--- src/rtl/brew_timer_if.sv ---
// ============================================================================
// Module      : brew_timer_if
// Description : Control/status bundle between the brew FSM and brew_timer.
//               BCD digits exist only when BREW_TIMER_BCD_EN is defined.
// Revision    : 1.0 - initial release
// ============================================================================
`default_nettype none

interface brew_timer_if #(
  parameter int DUR_W = 8
);
  logic             start;
  logic             cancel;
  logic [DUR_W-1:0] dur;
  logic [3:0]       speed;
  logic             t_expired;
  logic             busy;
  logic [DUR_W-1:0] remaining;
`ifdef BREW_TIMER_BCD_EN
  logic [3:0]       rem_tens;
  logic [3:0]       rem_units;
`endif

  modport master (
    output start, cancel, dur, speed,
    input  t_expired, busy, remaining
`ifdef BREW_TIMER_BCD_EN
    , input rem_tens, rem_units
`endif
  );

  modport slave (
    input  start, cancel, dur, speed,
    output t_expired, busy, remaining
`ifdef BREW_TIMER_BCD_EN
    , output rem_tens, rem_units
`endif
  );
endinterface

`default_nettype wire

--- src/rtl/brew_timer.sv ---
// ============================================================================
// Module      : brew_timer
// Description : Speed-scaled brew countdown with single-cycle expiry pulse.
//               Optional BCD digit outputs via BREW_TIMER_BCD_EN.
// Revision    : 1.0 - initial release
// ============================================================================
`default_nettype none

module brew_timer #(
  parameter int TICK_DIV = 50_000_000,
  parameter int DUR_W    = 8
) (
  input  wire logic    clk,
  input  wire logic    rst_n,
  brew_timer_if.slave  bus
);

  localparam int c_acc_w = $clog2(TICK_DIV + 16);
  localparam logic [c_acc_w-1:0] c_tick = c_acc_w'(TICK_DIV);

  typedef enum logic [1:0] {
    S_IDLE = 2'd0,
    S_RUN  = 2'd1,
    S_DONE = 2'd2
  } state_t;

  state_t             r_state, w_state_next;
  logic [c_acc_w-1:0] r_acc, w_acc_next, w_sum;
  logic [DUR_W-1:0]   r_rem, w_rem_next;
  logic               r_busy, w_busy_next;
  logic               r_expired, w_expired_next;

  assign w_sum = r_acc + c_acc_w'(bus.speed);

  always_comb begin
    w_state_next   = r_state;
    w_acc_next     = r_acc;
    w_rem_next     = r_rem;
    w_expired_next = 1'b0;

    if (bus.cancel && (r_state == S_RUN)) begin
      w_state_next = S_IDLE;
      w_acc_next   = '0;
      w_rem_next   = '0;
    end else if (bus.start && !bus.cancel) begin
      // Zero duration enters DONE with the pulse still pending; DONE emits it next cycle.
      w_rem_next   = bus.dur;
      w_acc_next   = '0;
      w_state_next = (bus.dur != '0) ? S_RUN : S_DONE;
    end else begin
      case (r_state)
        S_RUN: begin
          if (w_sum >= c_tick) begin
            w_acc_next = w_sum - c_tick;
            w_rem_next = r_rem - DUR_W'(1);
            if (r_rem == DUR_W'(1)) begin
              w_state_next   = S_DONE;
              w_expired_next = 1'b1;
            end
          end else begin
            w_acc_next = w_sum;
          end
        end
        S_DONE: begin
          if (!r_expired) begin
            w_expired_next = 1'b1;
          end else begin
            w_state_next = S_IDLE;
          end
        end
        S_IDLE: begin
          w_state_next = S_IDLE;
        end
        default: begin
          w_state_next = S_IDLE;
        end
      endcase
    end

    w_busy_next = (w_state_next == S_RUN);
  end

  always_ff @(posedge clk or negedge rst_n) begin
    if (!rst_n) begin
      r_state   <= S_IDLE;
      r_acc     <= '0;
      r_rem     <= '0;
      r_busy    <= 1'b0;
      r_expired <= 1'b0;
    end else begin
      r_state   <= w_state_next;
      r_acc     <= w_acc_next;
      r_rem     <= w_rem_next;
      r_busy    <= w_busy_next;
      r_expired <= w_expired_next;
    end
  end

  assign bus.t_expired = r_expired;
  assign bus.busy      = r_busy;
  assign bus.remaining = r_rem;

`ifdef BREW_TIMER_BCD_EN
  logic [31:0] w_rem_ext;
  logic [3:0]  w_tens, w_units;
  logic [3:0]  r_tens, r_units;

  // Digits follow the next-state count so they change on the same edge as remaining.
  assign w_rem_ext = 32'(w_rem_next);
  assign w_tens    = 4'((w_rem_ext % 32'd100) / 32'd10);
  assign w_units   = 4'(w_rem_ext % 32'd10);

  always_ff @(posedge clk or negedge rst_n) begin
    if (!rst_n) begin
      r_tens  <= 4'd0;
      r_units <= 4'd0;
    end else begin
      r_tens  <= w_tens;
      r_units <= w_units;
    end
  end

  assign bus.rem_tens  = r_tens;
  assign bus.rem_units = r_units;
`endif

endmodule

`default_nettype wire

--- src/flat_wrapper.sv ---
// flat-port wrapper written by rule: the top's interface ports become plain ports
module brew_timer_flat 
#(
  parameter int TICK_DIV = 50_000_000,
  parameter int DUR_W    = 8
)
  (clk, rst_n, bus_start, bus_cancel, bus_dur, bus_speed, bus_t_expired, bus_busy, bus_remaining);
  brew_timer_if #(.DUR_W(DUR_W)) bus_i ();
  input  wire logic clk;
  input  wire logic rst_n;
  input wire logic [$bits(bus_i.start)-1:0] bus_start;
  input wire logic [$bits(bus_i.cancel)-1:0] bus_cancel;
  input wire logic [$bits(bus_i.dur)-1:0] bus_dur;
  input wire logic [$bits(bus_i.speed)-1:0] bus_speed;
  output wire logic [$bits(bus_i.t_expired)-1:0] bus_t_expired;
  output wire logic [$bits(bus_i.busy)-1:0] bus_busy;
  output wire logic [$bits(bus_i.remaining)-1:0] bus_remaining;
  assign bus_i.start = bus_start;
  assign bus_i.cancel = bus_cancel;
  assign bus_i.dur = bus_dur;
  assign bus_i.speed = bus_speed;
  assign bus_t_expired = bus_i.t_expired;
  assign bus_busy = bus_i.busy;
  assign bus_remaining = bus_i.remaining;
  brew_timer #(.TICK_DIV(TICK_DIV), .DUR_W(DUR_W)) u_core (.clk(clk), .rst_n(rst_n), .bus(bus_i));
endmodule
--- config.mk ---
export PLATFORM = sky130hd
export DESIGN_NAME = brew_timer_flat
export DESIGN_NICKNAME = d
export VERILOG_FILES = /design/src/rtl/brew_timer_if.sv /design/src/rtl/brew_timer.sv /design/src/flat_wrapper.sv
export SDC_FILE = /design/constraint.sdc
export NUM_CORES = 1
export LEC_CHECK = 0
export BUFFER_PORTS_ARGS = -buffer_cell sky130_fd_sc_hd__buf_2
export CAP_MARGIN = 20
export CELL_PAD_IN_SITES_DETAIL_PLACEMENT = 0
export CELL_PAD_IN_SITES_GLOBAL_PLACEMENT = 1
export CORE_ASPECT_RATIO = 1.1
export CORE_MARGIN = 5
export CORE_UTILIZATION = 41
export DETAILED_ROUTE_END_ITERATION = 6
export PLACE_DENSITY = 0.81
export SLEW_MARGIN = 40
export SYNTH_ARGS = -nofsm -noshare
export SYNTH_HDL_FRONTEND = slang
export SYNTH_SLANG_ARGS = --single-unit
--- constraint.sdc ---
create_clock -name clk -period 3.2 [get_ports clk]
set_input_delay 0.48 -clock clk [delete_from_list [all_inputs] [get_ports clk]]
set_output_delay 0.48 -clock clk [all_outputs]
set_load 0.01 [all_outputs]
=== After elaboration in Yosys (flattened, before gate mapping) ===
Cells that the tools add are included.

* Add/sub/neg operators: 3
* Multiply operators: 0
* Divide/modulo/power cells: 0
* Order comparisons: 1
* Equality and inequality tests: 4
* Shift operators: 0
* Multiplexer cells: 21
* Bitwise logic cells: 0
* Reduce and logical (&&, ||, !) cells: 7

{| class="wikitable"
|+ Operators with widths
! kind !! count
|-
| $mux 26 || 4
|-
| $mux 8 || 4
|-
| $add 26x4->26 || 1
|-
| $ge 26x26->1 const B || 1
|-
| $sub 26x26->26 const B || 1
|-
| $mux 2 || 6
|-
| $eq 8x1->1 const B || 1
|-
| $reduce_bool 8->1 || 1
|-
| $sub 8x1->8 const B || 1
|-
| $reduce_bool 3->1 || 2
|-
| $mux 1 || 5
|-
| $eq 2x1->1 const B || 2
|-
| $pmux 2 s2 || 1
|-
| $eq 2x2->1 const B || 1
|-
| $logic_and 1x1->1 || 2
|-
| $pmux 1 s2 || 1
|-
| $reduce_and 2->1 || 1
|-
| $logic_not 1->1 || 1
|}

* Register bits after elaboration: 38
* Latch bits: 0
* RAM bits: 0
* ROM bits: 0
* Memories kept: 0

=== Longest topological paths before layout ===
Gate-level depths: netlist of run 1.

* Depth in word-level cells: 7
* Depth in mapped cells: 16
* Mapped depth without buffers: 14

=== Least setup slack after synthesis of run 1 ===
OpenSTA, ideal clock, no wires.

* Path type: input-to-reg
* Start: in bus_speed[0]
* End: reg u_core.r_rem[4] (netlist: u_core.bus.remaining[4])
* Setup time: 0.139 ns
* Data arrival time: 3.420 ns
* Required time: 3.061 ns
* Setup slack: -0.359 ns
* Cell stages on the path: 16
* Buffers on the path: 2
* Cells stage by stage: ha_1 inv_1 fa_1 nor2b_1 o211a_1 buf_2 nand4_1 or3_1 and2_1 nor4_2 o21ai_2 nand2_1 buf_2 nand2_2 o311ai_0 o21ai_0

* Cells in the longest elaborated chain, start to end: 4

{| class="wikitable"
|+ Ends and longest elaborated chain
! item !! line !! RTL
|-
| start: declaration || flat_wrapper.sv:14 || <nowiki>input wire logic [$bits(bus_i.speed)-1:0] bus_speed;</nowiki>
|-
| $add 26x4->26 || brew_timer.sv:33 || <nowiki>assign w_sum = r_acc + c_acc_w'(bus.speed);</nowiki>
|-
| $ge 26x26->1 || brew_timer.sv:53 || <nowiki>if (w_sum >= c_tick) begin</nowiki>
|-
| $reduce_bool 3->1 (no source line) || - ||
|-
| $reduce_and 2->1 (no source line) || - ||
|-
| end signal: assignment || brew_timer.sv:93 || <nowiki>r_rem <= w_rem_next;</nowiki>
|-
| end: declaration || brew_timer.sv:29 || <nowiki>logic [DUR_W-1:0] r_rem, w_rem_next;</nowiki>
|}

No other way between the ends.
A chain may end at the register's enable or synchronous reset.

=== Worst setup path after layout of run 1 ===
* Start: reg u_core.r_acc[0]
* End: reg u_core.r_acc[21]

* Cells in the longest elaborated chain, start to end: 6
* Elaborated cells between the ends (all ways): 7
* Those cells by class: add/sub (2); order compare (1); mux (4)

{| class="wikitable"
|+ Ends and longest elaborated chain
! item !! line !! RTL
|-
| start: declaration || brew_timer.sv:28 || <nowiki>logic [c_acc_w-1:0] r_acc, w_acc_next, w_sum;</nowiki>
|-
| start signal: assignment || brew_timer.sv:92 || <nowiki>r_acc <= w_acc_next;</nowiki>
|-
| $add 26x4->26 (*) || brew_timer.sv:33 ||
|-
| $sub 26x26->26 or $ge 26x26->1 (tied branches) || brew_timer.sv:54, brew_timer.sv:53 ||
|-
| $mux 26 (*) || brew_timer.sv:53 ||
|-
| $mux 26 (*) || brew_timer.sv:51 || <nowiki>case (r_state)</nowiki>
|-
| $mux 26 (*) || brew_timer.sv:45 || <nowiki>end else if (bus.start && !bus.cancel) begin</nowiki>
|-
| $mux 26 (*) || brew_timer.sv:41 || <nowiki>if (bus.cancel && (r_state == S_RUN)) begin</nowiki>
|}

Mark *: on every way between the ends. The rest lies on a longest branch, timed or not. The select of a mux whose other input is x is not followed.

==> out/metrics.yaml, run 1 <==
cells_and_area:
  insertedDiodeCount: 0
  drive_gt1_frac: 0.407
  fin_nets: 494
  synthToLayoutAreaGrowth_pct: 43.9
logic_synthesis:
  synth_top_cell_by_area: "dfrtp_1"
  synth_top_area_frac: 0.310
  ys_seq_elements: 38
  yosys_warnings: 0
  synth_ff_type: "dfrtp_1"
  synth.distinct_cells: 65
  ys_async_sr_fraction: 1.00
  syn_inst: 368
  synth.net_count: 394
  synth.avg_cell_area_sq_um: 8.33
  syn_area_sq_um: 3070
  yosysSeqAreaShare: 0.310
  synth_edf_count: 0
  synthTopCellsByArea: "dfrtp_1 (31%), xnor2_1 (5.4%), o21ai_0 (5.2%), a21oi_1 (4.2%), nand2_1 (4.2%)"
route:
  routedWlPerCell_microns: 16.9
  dr.pass1.iters: 4
  vias: 3212
  drt_wl_total_microns: 9410
  via_per_inst: 5.78
  drt_iter0_drc: 165
  ant_nets: 0
  drc_errors: 0
die:
  die_w_microns: 92.5
  fp.dieH_microns: 101
  dieArea_sq_um: 9310
  rows: 33
  start_util: 0.415
  core_sq_um: 7390
  ios: 26
sta:
  hold_viol: 0
  timing_worst_slew_pin_value_ns: 0.859
  period_share: 1.04
  fin_crit_ns: 3.31
  finalSetupViolations: 23
  rsz0062_at_grt: "true"
  fmax_ghz: 0.302
  tns_ns: -1.20
  fin_ws_ns: -0.115
  fin_skew_ns: 0.0137
  drv_slew: 0
  slew_headroom: 0.427
power_and_ir_drop:
  p_leak_nw: 1.93
  vdd_drop_max_mv: 0.253
  powerDensity_nw_per_um2: 270
critical_path:
  cp-start-kind: "flop"
  cp.required_ns: 3.43
  cp-end-kind: "flop"
  rr_worst_depth: 15
  critPathMaxFanout: 6
  crit_arrival_ns: 3.54
  crit_type: "reg -> reg"
  r2r_slack_ns: -0.11
global_routing:
  grt_max_degree: 39
  grt_pass1_wl_microns: 16000
  gr-total-overflow: 0
  grt_pass1_vias: 3339
  grtUsageTotal: 0.212
  antenna_found_initial: 0
cts:
  cts_buffers: 5
  clk_latency_ns: 0.30
  cts_tree: "yes"
  clockBufferDepth: 2
  cts-htree-levels: 2
  clkTransAtPathRegs_ns: 0.09
  cts.sinks: 38
  cts_root_buf: "clkbuf_8"
placement:
  place_ws_ns: -0.529
  io_buffers: 25
  place_congestion: 0.898
  dp_hpwl_microns: 6870
outcome:
  status: "finished, violations left"
  failed_checks: "setup timing"
hold_path:
  min_path_type: "in -> async"
job:
  maxCapViolations: 0
cell usage in the layout, fill, tap and decap left out, types with 4 or more instances in the layout:
| cell type | netlist | routed |
|---|---|---|
| inv_1 | 18 | 16 |
| xnor2_1 | 19 | 16 |
| buf_6 | 2 | 6 |
| xnor2_2 | 1 | 4 |
| a21oi_2 | 0 | 8 |
| or2_2 | 4 | 4 |
| and2_1 | 8 | 6 |
| dfrtp_1 | 38 | 38 |
| a32o_1 | 4 | 4 |
| and3_1 | 9 | 9 |
| a21oi_1 | 26 | 18 |
| nor4_1 | 6 | 5 |
| nand2_1 | 34 | 30 |
| ha_1 | 9 | 5 |
| nor2_1 | 14 | 14 |
| o22ai_1 | 5 | 5 |
| buf_2 | 8 | 24 |
| nand4_1 | 10 | 10 |
| a22o_1 | 8 | 8 |
| xor2_1 | 8 | 6 |
| or3_1 | 9 | 8 |
| nand3_1 | 8 | 4 |
| o21ai_1 | 1 | 12 |
| nor3_1 | 7 | 5 |
| o21ai_0 | 32 | 20 |
| nor3_4 | 0 | 4 |
| nand3_2 | 0 | 4 |
| buf_4 | 1 | 84 |
| o211ai_1 | 5 | 5 |
| a31oi_1 | 6 | 5 |
| clkbuf_8 | 0 | 5 |
worst max-delay path, stage by stage, from the launching register on:
cell,delay (ns)
dfrtp_1,0.40
ha_4,0.15
inv_2,0.03
fa_2,0.35
nor2b_4,0.15
o211ai_1,0.15
or4_4,0.56
xor2_4,0.21
nand2_2,0.09
o32ai_4,0.24
o21ai_4,0.13
nand2_2,0.11
buf_4,0.17
a31oi_2,0.11
or3_1,0.30
o21ai_0,0.08
report_power, final:
| part | total (mW) | leakage [nW] | internal (mW) | switching, mW |
|---|---|---|---|---|
| clock network | 0.428 | 0.0514 | 0.233 | 0.195 |
| logic | 0.236 | 1.36 | 0.101 | 0.136 |
| registers | 0.526 | 0.519 | 0.500 | 0.0259 |
final cells by class:
cell class	instances	area, sq um
Timing Repair Buffer	115	838
Inverter	18	67.6
Fill cell	643	2980
Clock buffer	6	72.6
Sequential cell	38	951
Multi-Input combinational cell	290	2340
Clock inverter	2	37.5
Tap cell	87	109
logic make-up (layout without fill, tap and decap cells):
family                     after synthesis  in the layout  synth area share
xor gates and xnor gates                28             28            0.0824
DFF                                     38             38             0.310
adders and majority gates               10             10            0.0432
and+or+nand+nor                        135            135             0.253
AOI/OAI and AO/OA                      115            115             0.246
muxes                                    2              2           0.00694
buffers and inverters                   40            141            0.0583
flip-flops by register name, summed over array words and instances, names as in the netlist:
signal / count
u_core.bus.t_expired: 1
u_core.bus.busy: 1
u_core.r_state: 2
u_core.r_acc: 26
u_core.bus.remaining: 8
per-stage QoR:
step	hold slack (ns)	util	power, mW	cell area (sq um)	std cells
floorplan	0.184	-	0.656	3190	368
global placement	0.515	0.531	0.741	3920	540
detailed placement	0.494	0.531	0.747	3930	540
CTS	0.156	0.577	1.19	4260	554
global route	0.183	0.597	1.25	4410	556
finish	0.139	0.597	1.19	4410	556
metal layers:
metal / share of wire / up-vias / global-route usage
met5: 0 / - / 0
met1: 0.43 / 1568 / 0.256
met4: 0.024 / 0 / 0.0697
met3: 0.033 / 19 / 0.0261
met2: 0.51 / 77 / 0.390
li1: - / 1548 / -
Yosys cell counts (7+ instances only):
cell type / count
or3_1: 9
inv_1: 18
and2_1: 8
buf_2: 8
xnor2_1: 19
dfrtp_1: 38
and3_1: 9
nand4_1: 10
a22o_1: 8
o21ai_0: 32
xor2_1: 8
a21oi_1: 26
ha_1: 9
clkbuf_1: 11
nor3_1: 7
nand2_1: 34
nor2_1: 14
nand3_1: 8
final timing paths:
check,from,endpoint
setup reg to reg,u_core.r_acc[0],u_core.r_acc[21]
hold / removal,rst_n,u_core.r_acc[2]
hold reg to reg,u_core.bus.remaining[5],u_core.bus.remaining[5]
setup / recovery,u_core.r_acc[0],u_core.r_acc[21]
max in group asynchronous,rst_n,u_core.r_acc[16]
min in group clk,bus_dur[2],u_core.bus.remaining[2]
repair_timing:
item                       4_1_cts  5_1_grt
hold buffers                     0        0
resized for setup               38       29
setup buffers                    6        2
setup endpoints to repair       30       31
pin swaps                       25       12
Note: power is estimated with default switching activity, not from simulation.
==> inputs of run 2 (changes only) <==
--- a/config.mk
+++ b/config.mk
@@ -14,6 +14,7 @@
 export CORE_UTILIZATION = 41
 export DETAILED_ROUTE_END_ITERATION = 6
 export PLACE_DENSITY = 0.81
+export RECOVER_POWER = 50
 export SLEW_MARGIN = 40
 export SYNTH_ARGS = -nofsm -noshare
 export SYNTH_HDL_FRONTEND = slang
==> out/metrics.yaml, run 2 (synthesized netlist as in run 1, its figures left out) <==
die:
  dieArea_sq_um: 9310  # unchanged
  rows: 33  # unchanged
  die_w_microns: 92.5  # unchanged
  core_sq_um: 7390  # unchanged
  fp.dieH_microns: 101  # unchanged
  ios: 26  # unchanged
  start_util: 0.415  # unchanged
sta:
  slew_headroom: -0.433  # was 0.427
  period_share: 1.04  # about the same
  drv_slew: 39  # was 0
  rsz0062_at_grt: "true"  # unchanged
  finalSetupViolations: 23  # unchanged
  hold_viol: 0  # unchanged
  fin_ws_ns: -0.114  # was -0.115 ns
  fmax_ghz: 0.302  # about the same
  timing_worst_slew_pin_value_ns: 2.15  # was 0.859 ns
  tns_ns: -1.20  # about the same
  fin_skew_ns: 0.0137  # unchanged
  fin_crit_ns: 3.31  # about the same
placement:
  placed_cell_area_sq_um: 3930  # unchanged
  dp_hpwl_microns: 6870  # unchanged
  io_buffers: 25  # unchanged
  place_ws_ns: -0.529  # unchanged
  place_congestion: 0.898  # unchanged
hold_path:
  min_path_type: "in -> reg"  # was in -> async
  whs_path_depth: 2
critical_path:
  path_cells: "ha_4 -> inv_2 -> fa_2 -> nor2b_4 -> o211ai_1 -> or4_4 -> xor2_4 -> nand2_2 -> o32ai_4 -> o21ai_4 -> nand2_2 -> buf_4 -> a31oi_2 -> or3_1 -> o21ai_0"  # unchanged
  cp-end-kind: "flop"  # unchanged
  slowest_delay_ns: 0.56  # about the same
  cpMostUsedCell: "nand2_2"  # unchanged
  rr_worst_depth: 15  # unchanged
  cp-start-kind: "flop"  # unchanged
  cp.required_ns: 3.43  # about the same
  crit_arrival_ns: 3.54  # about the same
  cp_slowest_cell: "or4_4"  # unchanged
  crit_type: "reg -> reg"  # unchanged
  critPathMaxFanout: 6  # unchanged
cells_and_area:
  multi_input_area_sq_um: 2340  # unchanged
  fin_nets: 494  # unchanged
  postLayoutCellArea_sq_um: 4410  # about the same
  drive_gt1_frac: 0.405  # was 0.407
  final_cell_mix: "buf_4 (83), dfrtp_1 (38), nand2_1 (30)"  # was buf_4 (84), dfrtp_1 (38), nand2_1 (30)
  fill_cells: 645  # was 643
  insertedDiodeCount: 0  # unchanged
  largest_register: "u_core.r_acc"  # unchanged
  layout_commonest_cell: "buf_4"  # unchanged
  synthToLayoutAreaGrowth_pct: 43.7  # was 43.9%
  largest_register_ffs: 26  # unchanged
  regArea_sq_um: 951  # unchanged
cts:
  cts_root_buf: "clkbuf_8"  # unchanged
  cts_buffers: 5  # unchanged
  postCtsHoldBufs: 0  # unchanged
  clk_latency_ns: 0.30  # about the same
  cts-htree-levels: 2  # unchanged
  cts.sinks: 38  # unchanged
  cts_tree: "yes"  # unchanged
  clkTransAtPathRegs_ns: 0.09  # about the same
  clockBufferDepth: 2  # unchanged
route:
  via_per_inst: 5.77  # was 5.78
  routedWlPerCell_microns: 16.9  # about the same
  vias: 3209  # was 3212
  drc_errors: 0  # unchanged
  drt_iter0_drc: 165  # unchanged
  drt_wl_total_microns: 9410  # about the same
  ant_nets: 0  # unchanged
  dr.pass1.iters: 4  # unchanged
global_routing:
  grt_max_degree: 39  # unchanged
  grtUsageTotal: 0.212  # unchanged
  grt_pass1_vias: 3339  # unchanged
  grt_pass1_wl_microns: 16000  # unchanged
  gr-total-overflow: 0  # unchanged
  antenna_found_initial: 0  # unchanged
outcome:
  failed_checks: "capacitance limit, slew limit, setup timing"  # was setup timing
  status: "finished, violations left"  # unchanged
power_and_ir_drop:
  powerDensity_nw_per_um2: 270  # about the same
  p_leak_nw: 1.93  # about the same
  p_total_mw: 1.19  # about the same
  vdd_drop_max_mv: 0.253  # about the same
job:
  maxCapViolations: 1  # was 0
==> run 2: changes by cell type in the layout (fill, tap and decap cells not counted) <==
cell / previous run / this run
buf_4: 84 / 83
clkbuf_1: 1 / 2
==> run 2: power by group <==
group / internal, mW / switching, mW
Sequential: 0.500 / 0.0259
Combinational: 0.100 / 0.136
Clock: 0.233 / 0.195
==> run 2: repair_timing <==
action	CTS	global route
pin swaps	25	12
buffers inserted	6	2
setup endpoints to repair	30	31
gates resized for setup	38	29
==> run 2: critical path: cells and delay by family (launching register included) <==
family                   cells  cell delay, ns
AND/OR/NAND/NOR              5            1.21
XOR/XNOR                     1            0.21
flip-flops                   1            0.40
adder cells (fa/ha/maj)      2            0.50
buffers and inverters        2            0.20
AO/OA/AOI/OAI                5            0.71
==> run 2: final timing paths <==
check                           slack (ns)                      end               startpoint
worst max-delay path                 -0.11         u_core.r_acc[21]          u_core.r_acc[0]
worst min-delay path                  0.42  u_core.bus.remaining[2]               bus_dur[2]
worst max register to register       -0.11         u_core.r_acc[21]          u_core.r_acc[0]
worst min register to register        0.55  u_core.bus.remaining[5]  u_core.bus.remaining[5]
max in group asynchronous             1.17         u_core.r_acc[16]                    rst_n
min in group asynchronous             0.79          u_core.r_acc[2]                    rst_n
==> run 2: area by class of cell <==
type / instances / share of cell area
timing repair buffer: 115 / 0.189
multi-input combinational: 290 / 0.530
tap: 87 / 0.0247
clock buffer: 6 / 0.0165
inverter: 18 / 0.0153
clock inverter: 2 / 0.00852
sequential: 38 / 0.216
==> run 2: metal layers <==
metal  GRT usage  up-vias  wire (microns)
met1       0.256     1566            4040
li1            -     1548               -
met2       0.390       76            4840
met5           0        -               0
met3      0.0261       19             301
met4      0.0697        0             230
==> run 2: metrics by stage <==
step | hold WS [ns] | utilization | cells
2_1_floorplan | 0.184 | - | 368
3_3_place_gp | 0.515 | 0.531 | 540
3_5_place_dp | 0.494 | 0.531 | 540
4_1_cts | 0.156 | 0.577 | 554
5_1_grt | 0.432 | 0.596 | 556
6_report | 0.424 | 0.596 | 556
